File: src/rtl/reg_ctrl_pkg.sv
// Shared constants for the register-bank write path.
// Port indices double as the round-robin pointer encoding.
package reg_ctrl_pkg;

    localparam int NREG = 8;
    localparam int DW   = 8;
    localparam int AW   = 3;

    localparam logic PORT_A = 1'b0;
    localparam logic PORT_B = 1'b1;

    localparam logic [7:0] CONFLICT_MAX = 8'd255;

    function automatic logic [NREG-1:0] onehot(
        input logic [AW-1:0] a
    );
        logic [NREG-1:0] r;
        r    = '0;
        r[a] = 1'b1;
        return r;
    endfunction

endpackage

File: src/rtl/rr_arb2.sv
// Two-input round-robin arbiter, purely combinational.
// The caller owns the pointer register and feeds it back.
module rr_arb2
    import reg_ctrl_pkg::*;
(
    input  logic [1:0] elig,
    input  logic       last_grant,
    output logic [1:0] grant,
    output logic       next_last
);

    always_comb begin
        grant     = '0;
        next_last = last_grant;
        unique case (elig)
            2'b01: begin
                grant[PORT_A] = 1'b1;
                next_last     = PORT_A;
            end
            2'b10: begin
                grant[PORT_B] = 1'b1;
                next_last     = PORT_B;
            end
            2'b11: begin
                // contention goes to whoever did not win last time
                if (last_grant == PORT_B) begin
                    grant[PORT_A] = 1'b1;
                    next_last     = PORT_A;
                end else begin
                    grant[PORT_B] = 1'b1;
                    next_last     = PORT_B;
                end
            end
            default: begin
                grant     = '0;
                next_last = last_grant;
            end
        endcase
    end

endmodule

File: src/rtl/reg_write_arbiter.sv
// Shares the register-bank write port between ALU writeback (A)
// and the load/immediate path (B) with a registered req/gnt handshake.
module reg_write_arbiter
    import reg_ctrl_pkg::*;
(
    input  logic            clk,
    input  logic            rst,
    input  logic            hold,
    input  logic            a_req,
    input  logic [AW-1:0]   a_addr,
    input  logic [DW-1:0]   a_data,
    output logic            a_gnt,
    input  logic            b_req,
    input  logic [AW-1:0]   b_addr,
    input  logic [DW-1:0]   b_data,
    output logic            b_gnt,
    output logic [NREG-1:0] re_vec,
    output logic [DW-1:0]   wdata,
    output logic            last_grant,
    output logic [7:0]      conflict_cnt
);

    logic       a_elig;
    logic       b_elig;
    logic [1:0] elig;
    logic [1:0] grant;
    logic       next_last;

    // a port whose grant is on the bus this cycle cannot win again
    assign a_elig = a_req & ~a_gnt & ~hold;
    assign b_elig = b_req & ~b_gnt & ~hold;

    assign elig[PORT_A] = a_elig;
    assign elig[PORT_B] = b_elig;

    rr_arb2 u_arb (
        .elig       (elig),
        .last_grant (last_grant),
        .grant      (grant),
        .next_last  (next_last)
    );

    always_ff @(posedge clk) begin
        if (rst) begin
            a_gnt        <= 1'b0;
            b_gnt        <= 1'b0;
            re_vec       <= '0;
            wdata        <= '0;
            last_grant   <= PORT_B;
            conflict_cnt <= '0;
        end else begin
            a_gnt      <= grant[PORT_A];
            b_gnt      <= grant[PORT_B];
            last_grant <= next_last;
            unique case (1'b1)
                grant[PORT_A]: begin
                    re_vec <= onehot(a_addr);
                    wdata  <= a_data;
                end
                grant[PORT_B]: begin
                    re_vec <= onehot(b_addr);
                    wdata  <= b_data;
                end
                default: begin
                    re_vec <= '0;
                end
            endcase
            if (a_elig && b_elig && conflict_cnt != CONFLICT_MAX) begin
                conflict_cnt <= conflict_cnt + 8'd1;
            end
        end
    end

endmodule

File: config.mk
export PLATFORM = sky130hd
export DESIGN_NAME = reg_write_arbiter
export DESIGN_NICKNAME = d
export VERILOG_FILES = /design/src/rtl/reg_ctrl_pkg.sv /design/src/rtl/rr_arb2.sv /design/src/rtl/reg_write_arbiter.sv
export SDC_FILE = /design/constraint.sdc
export NUM_CORES = 1
export LEC_CHECK = 0
export ABC_AREA = 1
export CAP_MARGIN = 25
export CORE_MARGIN = 2
export CORE_UTILIZATION = 42
export CTS_CLUSTER_SIZE = 8
export DETAILED_ROUTE_END_ITERATION = 16
export GPL_ROUTABILITY_DRIVEN = 0
export PLACE_DENSITY_LB_ADDON = 0.1
export SLEW_MARGIN = 10
export SYNTH_ARGS = -nofsm -noshare
export SYNTH_HDL_FRONTEND = slang
export SYNTH_HIERARCHICAL = 1
export SYNTH_SLANG_ARGS = --single-unit
File: constraint.sdc
create_clock -name clk -period 1.87 [get_ports clk]
set_clock_uncertainty 0.05 [all_clocks]
set_input_delay 0.2805 -clock clk [delete_from_list [all_inputs] [get_ports clk]]
set_output_delay 0.2805 -clock clk [all_outputs]
set_load 0.005 [all_outputs]
==> results.cfg, run 1 <==
[floorplanning]
io_pins = 54
die_w_um = 60.4
die_h_um = 60.4
start_util_pct = 44.1
die_area_um2 = 3650
core-area_um2 = 3030
num_rows = 20

[placement]
port_buffers = 53
placed_cell_area_um2 = 2000
pre_cts_slack_ns = -0.0771
dp.cells = 316
dp_hpwl_um = 2410

[cells_and_area]
drive_above_1_share_pct = 9.78
nFillCells = 294
syn_to_final_growth_pct = 51.7
multiInputGateArea_um2 = 656
seq_area_um2 = 541
fin_area_um2 = 2030
n_antenna_cell = 0
finalNonFillerCells = 320
fin_nets = 305

[clock_tree]
cts_tree = built
clk_pin_slew_ns = 0.14
cts.sinks = 27
cts_buffer_depth = 2
clockRootBuffer = clkbuf_4
h-tree-depth = 1
cts_resized = 0
insertion_delay_ns = 0.32
cts_made_buffers = 3
hold_buffers = 0
post-cts-setup-buffers = 0

[timing]
hold_viol = 0
setup_ws_ns = 0.221
slew_headroom_pct = 83.2
tightest_slew_ns = 0.251
tns_ns = 0
rsz0062_at_grt = false
fin_crit_sh_pct = 88.2
fmax_mhz = 607
post-route-min-period_ns = 1.65
setup_viol_count_final = 0
slew_violations = 0

[worst_setup_path]
cpPeakStageDelay_ns = 0.54
crit_chain = clkdlybuf4s50_1
worstPathMaxFanout = 6
critical_path_arrival_ns = 1.32
r2r_start = a_gnt
critPathLaunchType = flip-flop
worstSetupPathType = flip-flop to primary output
cp_slowest_cell = clkdlybuf4s50_1
startpoint = conflict_cnt[0]
required_ns = 1.54
setup.worst_path.end_class = primary output
cp_num_buf_inv = 1
cp_top_family = buffers and inverters

[logic_synthesis]
synth_cell_types = 21
synth_area_per_cell_um2 = 6.36
synthTopCellsByCount = nand2_1, inv_1, nor2_1
synth_top_family_by_area = simple AND/OR/NAND/NOR gates
synth_most_common_cell = nand2_1
yosysTopAreaCell = dfxtp_1
synth_top_cell_area_share_pct = 40.4
synth_fa_ha_area_share_pct = 0.936
syn_inst = 210
muxShareOfSynthArea_pct = 0
yosysSeqAreaShare_pct = 40.4
ys_async_sr_fraction_pct = 0
synth_compound_area_share_pct = 5.24
synth_edf_count = 0
synth_warnings = 6
syn_nets = 238
synth_ff_type = dfxtp_1
yosys_register_bits = 27
synth_area_um2 = 1340
synth_xor_area_share_pct = 0
synth_area_leaders = dfxtp_1, nand2_1, inv_1, nor2_1, nand3_1
yosys.area_share.simple_pct = 42.9

[drt]
routed_wl_um = 3020
viasPerCell = 4.28
drt_iter0_markers = 65
vias = 1368
firstDrtPassIters = 6
drc_errors = 0
wl_per_cell_um = 9.45
antenna_left = 0

[global_routing]
grt_max_degree = 16
grt_pass1_vias = 1208
grt_pass1_wl_um = 5000
grt_overflow = 0
antenna_found_initial = 0
grt_use_total_pct = 18.0

[hold_path]
hp-start = conflict_cnt[3]
hold_class = flip-flop to flip-flop

[power]
ir_drop_mv = 0.339
total_leakage_power_nw = 1.00
power-per-cell-area_nw_per_um2 = 555

[status]
status = finished, final reports clean

[flow_run]
max-cap-violations = 0
==> state kept, by name, summed over array words and instances (netlist names) <==
register and flops:
conflict_cnt 8, re_vec 8, wdata 8, a_gnt 1, b_gnt 1, last_grant 1
==> path summary, 6_finish.rpt <==
| kind | slack (ns) | endpoint | cells after the start |
|---|---|---|---|
| worst min register to register | 0.48 | conflict_cnt[3] | 2 |
| worst max-delay path | 0.22 | conflict_cnt[0] | 1 |
| worst min-delay path | 0.48 | conflict_cnt[3] | 2 |
| worst max register to register | 0.36 | wdata[5] | 12 |
==> kinds of logic (layout without fill, tap and decap cells) <==
family,after synthesis,after routing
flops,27,27
simple gates,132,132
compound gates,13,13
fa+ha+maj,1,1
buf+inv,37,103
==> final cells by class <==
class | instances | share of cell area (%)
tap | 44 | 2.72
timing repair buffer | 65 | 30.6
sequential | 27 | 26.7
clock inverter | 1 | 0.247
clock buffer | 3 | 1.11
inverter | 34 | 6.30
multi-input combinational | 146 | 32.3
==> layout by cell type (no fill, tap or decap), drive strengths merged <==
master	Yosys	routed
nand2	84	84
clkdlybuf4s50	0	53
inv	34	34
nor2	32	32
dfxtp	27	27
nand3	12	12
buf	2	12
a21oi	10	10
clkbuf	1	3
or2	2	2
a22oi	2	2
nor3	1	1
nand4	1	1
o21ai	1	1
ha	1	1
clkinv	0	1
==> layer usage <==
layer  global-route usage, %  up-vias  share of wire (%)
li1                        -      759                  -
met1                    22.0      576                 47
met3                    3.62        2                4.5
met2                    31.2       31                 48
met5                       0        -                  0
met4                    6.67        0               0.50
==> where the power goes <==
part	leakage (nW)	switching [W]	internal, W
Combinational	0.766	0.000107	0.000148
Clock	0.0177	0.000171	0.0000801
Sequential	0.220	0.0000182	0.000601
==> per-stage QoR <==
stage | utilization (%) | hold WS (ns) | power, W
6_report | 66.9 | 0.480 | 0.00113
5_1_grt | 66.9 | 0.500 | 0.00120
4_1_cts | 66.9 | 0.479 | 0.00114
3_5_place_dp | 66.0 | 0.459 | 0.000888
3_3_place_gp | 66.0 | 0.454 | 0.000885
2_1_floorplan | - | 0.300 | 0.000730
Power figures use the tool's default switching activity.
==> inputs of run 2 (changes only) <==
CORE_MARGIN = 4   (was 2)
PLACE_DENSITY_LB_ADDON = 0.12   (was 0.1)
==> results.cfg, run 2 (synthesis results as in run 1) <==
[status]
status = finished, final reports clean

[clock_tree]
hold_buffers = 0
cts.sinks = 27
h-tree-depth = 1
clockRootBuffer = clkbuf_4
cts_buffer_depth = 2
clk_pin_slew_ns = 0.14
cts_made_buffers = 3
post-cts-setup-buffers = 0
cts_resized = 0
cts_tree = built
insertion_delay_ns = 0.33

[worst_setup_path]
critPathLaunchType = flip-flop
r2r_slack_ns = 0.34
r2r_start = a_gnt
worstSetupPathType = flip-flop to primary output
required_ns = 1.54
worstPathMaxFanout = 6
cp_top_family = buffers and inverters
cpPeakStageDelay_ns = 0.54
r2r_cells = 10
cp_num_buf_inv = 1
critical_path_arrival_ns = 1.33
crit_chain = clkdlybuf4s50_1
reg2reg_to = re_vec[4]
setup.worst_path.end_class = primary output
cp_slowest_cell = clkdlybuf4s50_1

[floorplanning]
core-area_um2 = 3050
num_rows = 20
io_pins = 54
die_w_um = 64.4
die_area_um2 = 4150
start_util_pct = 43.8
die_h_um = 64.4

[flow_run]
max-cap-violations = 0

[global_routing]
grtUsageMet2_pct = 27.7
antenna_found_initial = 0
grt_use_total_pct = 16.2
grt_max_degree = 16
grtUsageMet3_pct = 5.62
grt_pass1_vias = 1251
top_usage_layer = met2
use_met1_pct = 18.9
grt_overflow = 0
grt_pass1_wl_um = 5310

[drt]
antenna_left = 0
vias = 1381
drc_errors = 0
wl_per_cell_um = 10.1
viasPerCell = 4.36
drt_iter0_markers = 102
routed_wl_um = 3200
firstDrtPassIters = 4

[placement]
placed_cell_area_um2 = 1980
dp_hpwl_um = 2510
pre_cts_slack_ns = -0.0475
dp.cells = 313
port_buffers = 53

[cells_and_area]
final_cell_mix = nand2_1, clkdlybuf4s50_1, inv_1
utilization_pct = 65.7
fin_nets = 302
syn_to_final_growth_pct = 50.0
n_antenna_cell = 0
drive_above_1_share_pct = 8.79
top_regs = conflict_cnt: 8 flops, re_vec: 8 flops, wdata: 8 flops
layout_commonest_cell = nand2_1
fin_area_um2 = 2000
finalNonFillerCells = 317

[timing]
slew_headroom_pct = 80.9
rsz0062_at_grt = false
hold_viol = 0
tightest_slew_ns = 0.287
tns_ns = 0
setup_viol_count_final = 0
post-route-min-period_ns = 1.66
slew_violations = 0
fmax_mhz = 602
fin_crit_sh_pct = 88.8
setup_ws_ns = 0.210

[power]
total_leakage_power_nw = 0.989
power-per-cell-area_nw_per_um2 = 556
ir_drop_mv = 0.476

[hold_path]
hp-start = conflict_cnt[3]
hold_class = flip-flop to flip-flop
min_to = conflict_cnt[3]
min_path_cells = 2
run 2: changes by cell type in the layout (fill, tap and decap cells not counted), sizes merged:
cell / change
buf: -3
run 2: where the power goes:
part | internal [W] | switching, W
clock network | 0.0000803 | 0.000167
logic | 0.000142 | 0.000108
registers | 0.000601 | 0.0000168
run 2: area by class of cell:
cell class / instances / area, µm²
clock inverters: 1 / 5.00
inverters: 34 / 128
well taps: 44 / 55.1
fillers: 287 / 1050
clock buffers: 3 / 22.5
flip-flops and latches: 27 / 541
repair buffers: 62 / 598
multi-input cells: 146 / 656
run 2: metal layers:
metal,vias to the layer above,part of all wire (%)
met5,-,0
met4,0,0.84
met3,2,7.4
met2,34,47
met1,591,45
li1,754,-
run 2: worst max-delay path by stage:
stage / cells past startpoint / from / to / slack, ns
6_report: 1 / conflict_cnt[0] / conflict_cnt[0] / 0.21
5_1_grt: 10 / a_gnt / re_vec[4] / 0.08
4_1_cts: 1 / conflict_cnt[0] / conflict_cnt[0] / 0.19
3_5_place_dp: 13 / hold / wdata[5] / -0.05
3_3_place_gp: 11 / hold / re_vec[2] / -0.06
2_1_floorplan: 10 / a_gnt / wdata[5] / 0.42
run 2: stage by stage:
step / power, W / hold WS [ns]
2_1_floorplan: 0.000730 / 0.300
3_3_place_gp: 0.000880 / 0.466
3_5_place_dp: 0.000881 / 0.469
4_1_cts: 0.00113 / 0.492
5_1_grt: 0.00119 / 0.517
6_report: 0.00112 / 0.483
